--- config.mk ---
export PLATFORM = sky130hd
export DESIGN_NAME = vna_packet_scheduler
export DESIGN_NICKNAME = d
export VERILOG_FILES = /design/src/rtl/vna_packet_scheduler.sv
export SDC_FILE = /design/constraint.sdc
export NUM_CORES = 1
export LEC_CHECK = 0
export CAP_MARGIN = 5
export CORE_MARGIN = 8
export CORE_UTILIZATION = 61
export DETAILED_ROUTE_END_ITERATION = 16
export DONT_BUFFER_PORTS = 1
export PLACE_DENSITY = 0.85
export SYNTH_ARGS = -nofsm -noshare
export SYNTH_HDL_FRONTEND = slang
export SYNTH_SLANG_ARGS = --single-unit
--- constraint.sdc ---
create_clock -name aclk -period 15.2 [get_ports aclk]
set_clock_uncertainty 0.15 [all_clocks]
set_input_delay 1.52 -clock aclk [delete_from_list [all_inputs] [get_ports aclk]]
set_output_delay 1.52 -clock aclk [all_outputs]
set_load 0.02 [all_outputs]
--- src/rtl/vna_packet_scheduler.sv ---
// Packet scheduler: snapshots per-channel accumulator results on a trigger and
// streams them as one AXI4-Stream packet (header, then value/count beat pairs).
// Triggers that arrive while a packet is draining are counted as drops and
// flagged in the next packet header.
module vna_packet_scheduler #(
  parameter int          NUM_CH   = 4,
  parameter logic [15:0] MAGIC    = 16'hA55A,
  parameter logic [31:0] SEQ_INIT = 32'h0    // sequence number loaded at reset
) (
  input  logic        aclk,
  input  logic        rst,
  input  logic        en,
  input  logic        trigger,
  input  logic [63:0] val_1,
  input  logic [63:0] val_2,
  input  logic [63:0] val_3,
  input  logic [63:0] val_4,
  input  logic [31:0] cnt_1,
  input  logic [31:0] cnt_2,
  input  logic [31:0] cnt_3,
  input  logic [31:0] cnt_4,
  output logic [63:0] m_axis_tdata,
  output logic        m_axis_tvalid,
  input  logic        m_axis_tready,
  output logic        m_axis_tlast,
  output logic        busy,
  output logic [31:0] seq_num,
  output logic [15:0] drop_cnt
);
  localparam int LAST = 2 * NUM_CH;

  typedef enum logic {IDLE, SEND} state_t;

  state_t      state_q, state_d;
  logic [3:0]  b_q, b_d;
  logic [63:0] tdata_q, tdata_d;
  logic        tvalid_q, tvalid_d;
  logic        tlast_q, tlast_d;
  logic        busy_q, busy_d;
  logic [31:0] seq_q, seq_d;
  logic [15:0] drop_q, drop_d;
  logic        ovr_q, ovr_d;

  logic [63:0] vin [4];
  logic [31:0] cin [4];
  logic [63:0] val_s_q [4];
  logic [31:0] cnt_s_q [4];

  logic        hs, last_hs, accept;
  logic [3:0]  nb;
  logic [1:0]  k_val, k_cnt;
  logic [63:0] nxt_beat, hdr;

  assign vin[0] = val_1;  assign vin[1] = val_2;
  assign vin[2] = val_3;  assign vin[3] = val_4;
  assign cin[0] = cnt_1;  assign cin[1] = cnt_2;
  assign cin[2] = cnt_3;  assign cin[3] = cnt_4;

  // A trigger is taken when idle, or on the closing handshake of the current
  // packet so consecutive packets stream without a bubble.
  assign hs      = tvalid_q & m_axis_tready;
  assign last_hs = hs & tlast_q;
  assign accept  = trigger & en & ((state_q == IDLE) | last_hs);

  // Select the beat following b_q from the snapshot: odd beats carry values,
  // even beats carry the channel index plus sample count.
  always_comb begin
    nb       = b_q + 4'd1;
    k_val    = 2'((nb - 4'd1) >> 1);
    k_cnt    = 2'((nb - 4'd2) >> 1);
    nxt_beat = nb[0] ? val_s_q[k_val] : {6'd0, k_cnt, 24'd0, cnt_s_q[k_cnt]};
    hdr      = {MAGIC, 8'(NUM_CH), 7'd0, ovr_q, seq_q};
  end

  // Next-state logic for the packet FSM, stream registers and drop accounting.
  always_comb begin
    state_d  = state_q;
    b_d      = b_q;
    tdata_d  = tdata_q;
    tvalid_d = tvalid_q;
    tlast_d  = tlast_q;
    busy_d   = busy_q;
    seq_d    = seq_q;
    drop_d   = drop_q;
    ovr_d    = ovr_q;
    if (accept) begin
      state_d  = SEND;
      b_d      = 4'd0;
      tdata_d  = hdr;
      tvalid_d = 1'b1;
      tlast_d  = 1'b0;
      busy_d   = 1'b1;
      seq_d    = seq_q + 32'd1;
      ovr_d    = 1'b0;
    end else begin
      if (hs) begin
        if (tlast_q) begin
          state_d  = IDLE;
          b_d      = 4'd0;
          tvalid_d = 1'b0;
          tlast_d  = 1'b0;
          busy_d   = 1'b0;
        end else begin
          b_d     = nb;
          tdata_d = nxt_beat;
          tlast_d = (nb == 4'(LAST));
        end
      end
      // Not accepted while enabled can only mean a packet is still in flight.
      if (trigger & en) begin
        if (drop_q != 16'hFFFF) drop_d = drop_q + 16'd1;
        ovr_d = 1'b1;
      end
    end
  end

  // Control and stream registers, synchronous active-low reset.
  always_ff @(posedge aclk) begin
    if (!rst) begin
      state_q  <= IDLE;
      b_q      <= 4'd0;
      tdata_q  <= 64'd0;
      tvalid_q <= 1'b0;
      tlast_q  <= 1'b0;
      busy_q   <= 1'b0;
      seq_q    <= SEQ_INIT;
      drop_q   <= 16'd0;
      ovr_q    <= 1'b0;
    end else begin
      state_q  <= state_d;
      b_q      <= b_d;
      tdata_q  <= tdata_d;
      tvalid_q <= tvalid_d;
      tlast_q  <= tlast_d;
      busy_q   <= busy_d;
      seq_q    <= seq_d;
      drop_q   <= drop_d;
      ovr_q    <= ovr_d;
    end
  end

  // Channel snapshot; payload never depends on live inputs after the trigger.
  always_ff @(posedge aclk) begin
    if (accept) begin
      for (int i = 0; i < 4; i++) begin
        val_s_q[i] <= vin[i];
        cnt_s_q[i] <= cin[i];
      end
    end
  end

  assign m_axis_tdata  = tdata_q;
  assign m_axis_tvalid = tvalid_q;
  assign m_axis_tlast  = tlast_q;
  assign busy          = busy_q;
  assign seq_num       = seq_q;
  assign drop_cnt      = drop_q;
endmodule

==> results.yml <==
outcome:
  outcome: "finished, final reports clean"
pwr:
  switching_share_pct: 21.27
  power.switching_w: 0.0006178
  combPwrFrac_pct: 3.5
  power.share.clock_pct: 42.2
  p_int_w: 0.002287
  p_leak_nw: 6.702
  peakVddDrop_mv: 0.1279
  power_frac_seq_pct: 54.3
  p_per_area_nw_per_um2: 136.4
synthesis:
  ys_seq_area_share_pct: 72.19
  synth.distinct_cells: 50
  synthFlopType: "edfxtp_1"
  synth_common_cells: "edfxtp_1, dfxtp_1, nand2_1"
  synth_top_cell_by_area: "edfxtp_1"
  syn_nets: 1573
  synth_area_leaders: "edfxtp_1, dfxtp_1, mux4_2"
  syn_area_per_cell_sq_um: 16.33
  synth_area_sq_um: 19270
  async_flop_share_pct: 0
  synth_top_area_share_pct: 59.83
  syn_inst: 1180
  synth_edf_count: 384
  ys_ff_latch: 503
  yosysMostFrequentCell: "edfxtp_1"
  yosysWarnings: 0
setup_path:
  start_kind: "input pin"
  cp_common_cell: "buf_4"
  crit_chain: "and2_2 > nand2_1 > inv_8 > buf_4 > buf_4 > nor2_1 > buf_4 > a22o_1"
  crit_slowest_cell: "inv_8"
  crit_arrival_ns: 6.43
  end_kind: "register"
  critPathMaxStageDelay_ns: 0.99
  cp.required_ns: 15.50
  worstSetupPathType: "input pin to register"
  cp_max_fo: 168
sta:
  rsz0062_at_grt: "false"
  timing.hold.ws_ns: 0.3175
  report.final.slew_viol_count: 0
  period_share_pct: 40.27
  post-route-min-period_ns: 6.122
  setup_viol: 0
  fmax_mhz: 163.4
  slew_headroom_pct: 15.12
  setup_tns_ns: 0
  finalHoldViolations: 0
  worstMarginPinSlew_ns: 1.270
drt:
  wirelength_um: 53260
  highest_layer: "met5"
  vias: 11260
  drtIter0Drc: 1003
  drtPass1Iterations: 7
  antenna_left: 0
  vias_per_cell: 6.910
  drcViolationCount: 0
  wl_met2_um: 27240
  route.met3.wl_um: 5706
  wl_per_cell_um: 32.70
  drt-met1-wl_um: 18590
global_route:
  grt_max_degree: 169
  grt_pass1_wl_um: 75660
  antenna_found_initial: 22
  grt_overflow: 0
  grt.total_usage_pct: 27.28
  grt_pass1_vias: 10930
die:
  die-width_um: 193.7
  start_util_pct: 61.55
  io_pins: 504
  std_cell_rows: 65
  core_sq_um: 31310
  fp.dieH_um: 193.7
  fp.dieArea_sq_um: 37540
clock_tree:
  cts_hold_buf: 0
  clkSinkCount: 503
  post_cts_buffers: 0
  cts_buffers: 49
  clkLatencyLatePin_ns: 0.58
  cts.clk_slew.worst_paths_ns: 0.06
  cts_resized: 0
  tritoncts: "yes"
  root_buffer: "clkbuf_16"
  htreeDepth: 2
  clk_path_buf_depth: 3
job:
  maxCapViolations: 0
cells_and_area:
  layout.nets: 1564
  drive_above_1_share_pct: 15.19
  area_growth_pct: 10.53
placement:
  numPortBuffers: 0
  hpwl_um: 36860
  globalplace.congestion: 0.8611
hold_path:
  hold_path.class: "register to register"
-- worst paths after layout --
kind	start	endpoint	slack, ns	depth (start not counted)
worst min register to register	ovr_q	ovr_q	0.32	2
worst min-delay path	ovr_q	ovr_q	0.32	2
worst max-delay path	trigger	m_axis_tdata[62]	9.08	8
worst max register to register	m_axis_tlast	m_axis_tdata[62]	9.39	8
-- registers in the layout, summed over array words and instances (netlist names) --
name and count:
val_s_q 256, cnt_s_q 128, m_axis_tdata 64, seq_num 32, drop_cnt 16, b_q 4, busy 1, m_axis_tlast 1
ovr_q 1
-- per-stage QoR --
stage / util [%] / cell area, sq um / setup slack (ns) / std cells / power (W)
floorplan: - / 19270 / 1.413 / 1180 / 0.001696
global placement: 62.63 / 19610 / 8.869 / 1521 / 0.001698
detailed placement: 62.63 / 19610 / 8.618 / 1521 / 0.001705
CTS: 67.88 / 21250 / 9.234 / 1612 / 0.002915
global route: 68.03 / 21300 / 8.862 / 1629 / 0.002976
finish: 68.03 / 21300 / 9.078 / 1629 / 0.002905
-- per-layer routing --
metal	GRT usage, %	up-vias
met2	46.86	719
met3	9.892	116
met4	9.550	10
met5	0	-
li1	-	4746
met1	31.28	5666
-- power by group through the flow --
stage / registers, W / logic, W / clock network, W
after global placement: 0.00160 / 0.0000980 / 0
after detailed placement: 0.00160 / 0.000101 / 0
after CTS: 0.00158 / 0.000103 / 0.00124
final: 0.00158 / 0.000103 / 0.00123
after floorplan: 0.00161 / 0.0000807 / 0
after global routing: 0.00158 / 0.000109 / 0.00129
-- cells in the final DEF, fill, tap and decap left out, drive strengths merged, types with 28 or more instances in the layout --
cell type,count
mux4,65
clkbuf,57
edfxtp,384
dfxtp,119
a21oi,37
nand2,72
o21ai,41
nand3,39
nor2,28
mux2i,48
-- critical path: cells and delay by family --
family,cells,cell delay [ns]
buffers and inverters,4,3.08
and+or+nand+nor,3,1.39
AOI/OAI and AO/OA,1,0.26
-- final cells by class --
cell class	instances	area (sq um)
flip-flops and latches	503	13920
fillers	1977	10010
multi-input cells	595	5060
clock buffers	57	1276
well taps	402	503.0
clock inverters	34	366.6
repair buffers	13	97.59
inverters	9	41.29
diodes	16	40.04
-- kinds of logic after synthesis --
kind of cell / share of synthesized area (%)
multiplexers: 11.26
buffers and inverters: 1.811
flip-flops: 72.19
AO/OA/AOI/OAI: 7.466
adder cells (fa/ha/maj): 0.2597
AND/OR/NAND/NOR: 6.382
XOR/XNOR: 0.6298
(Power assumes the default switching activity.)
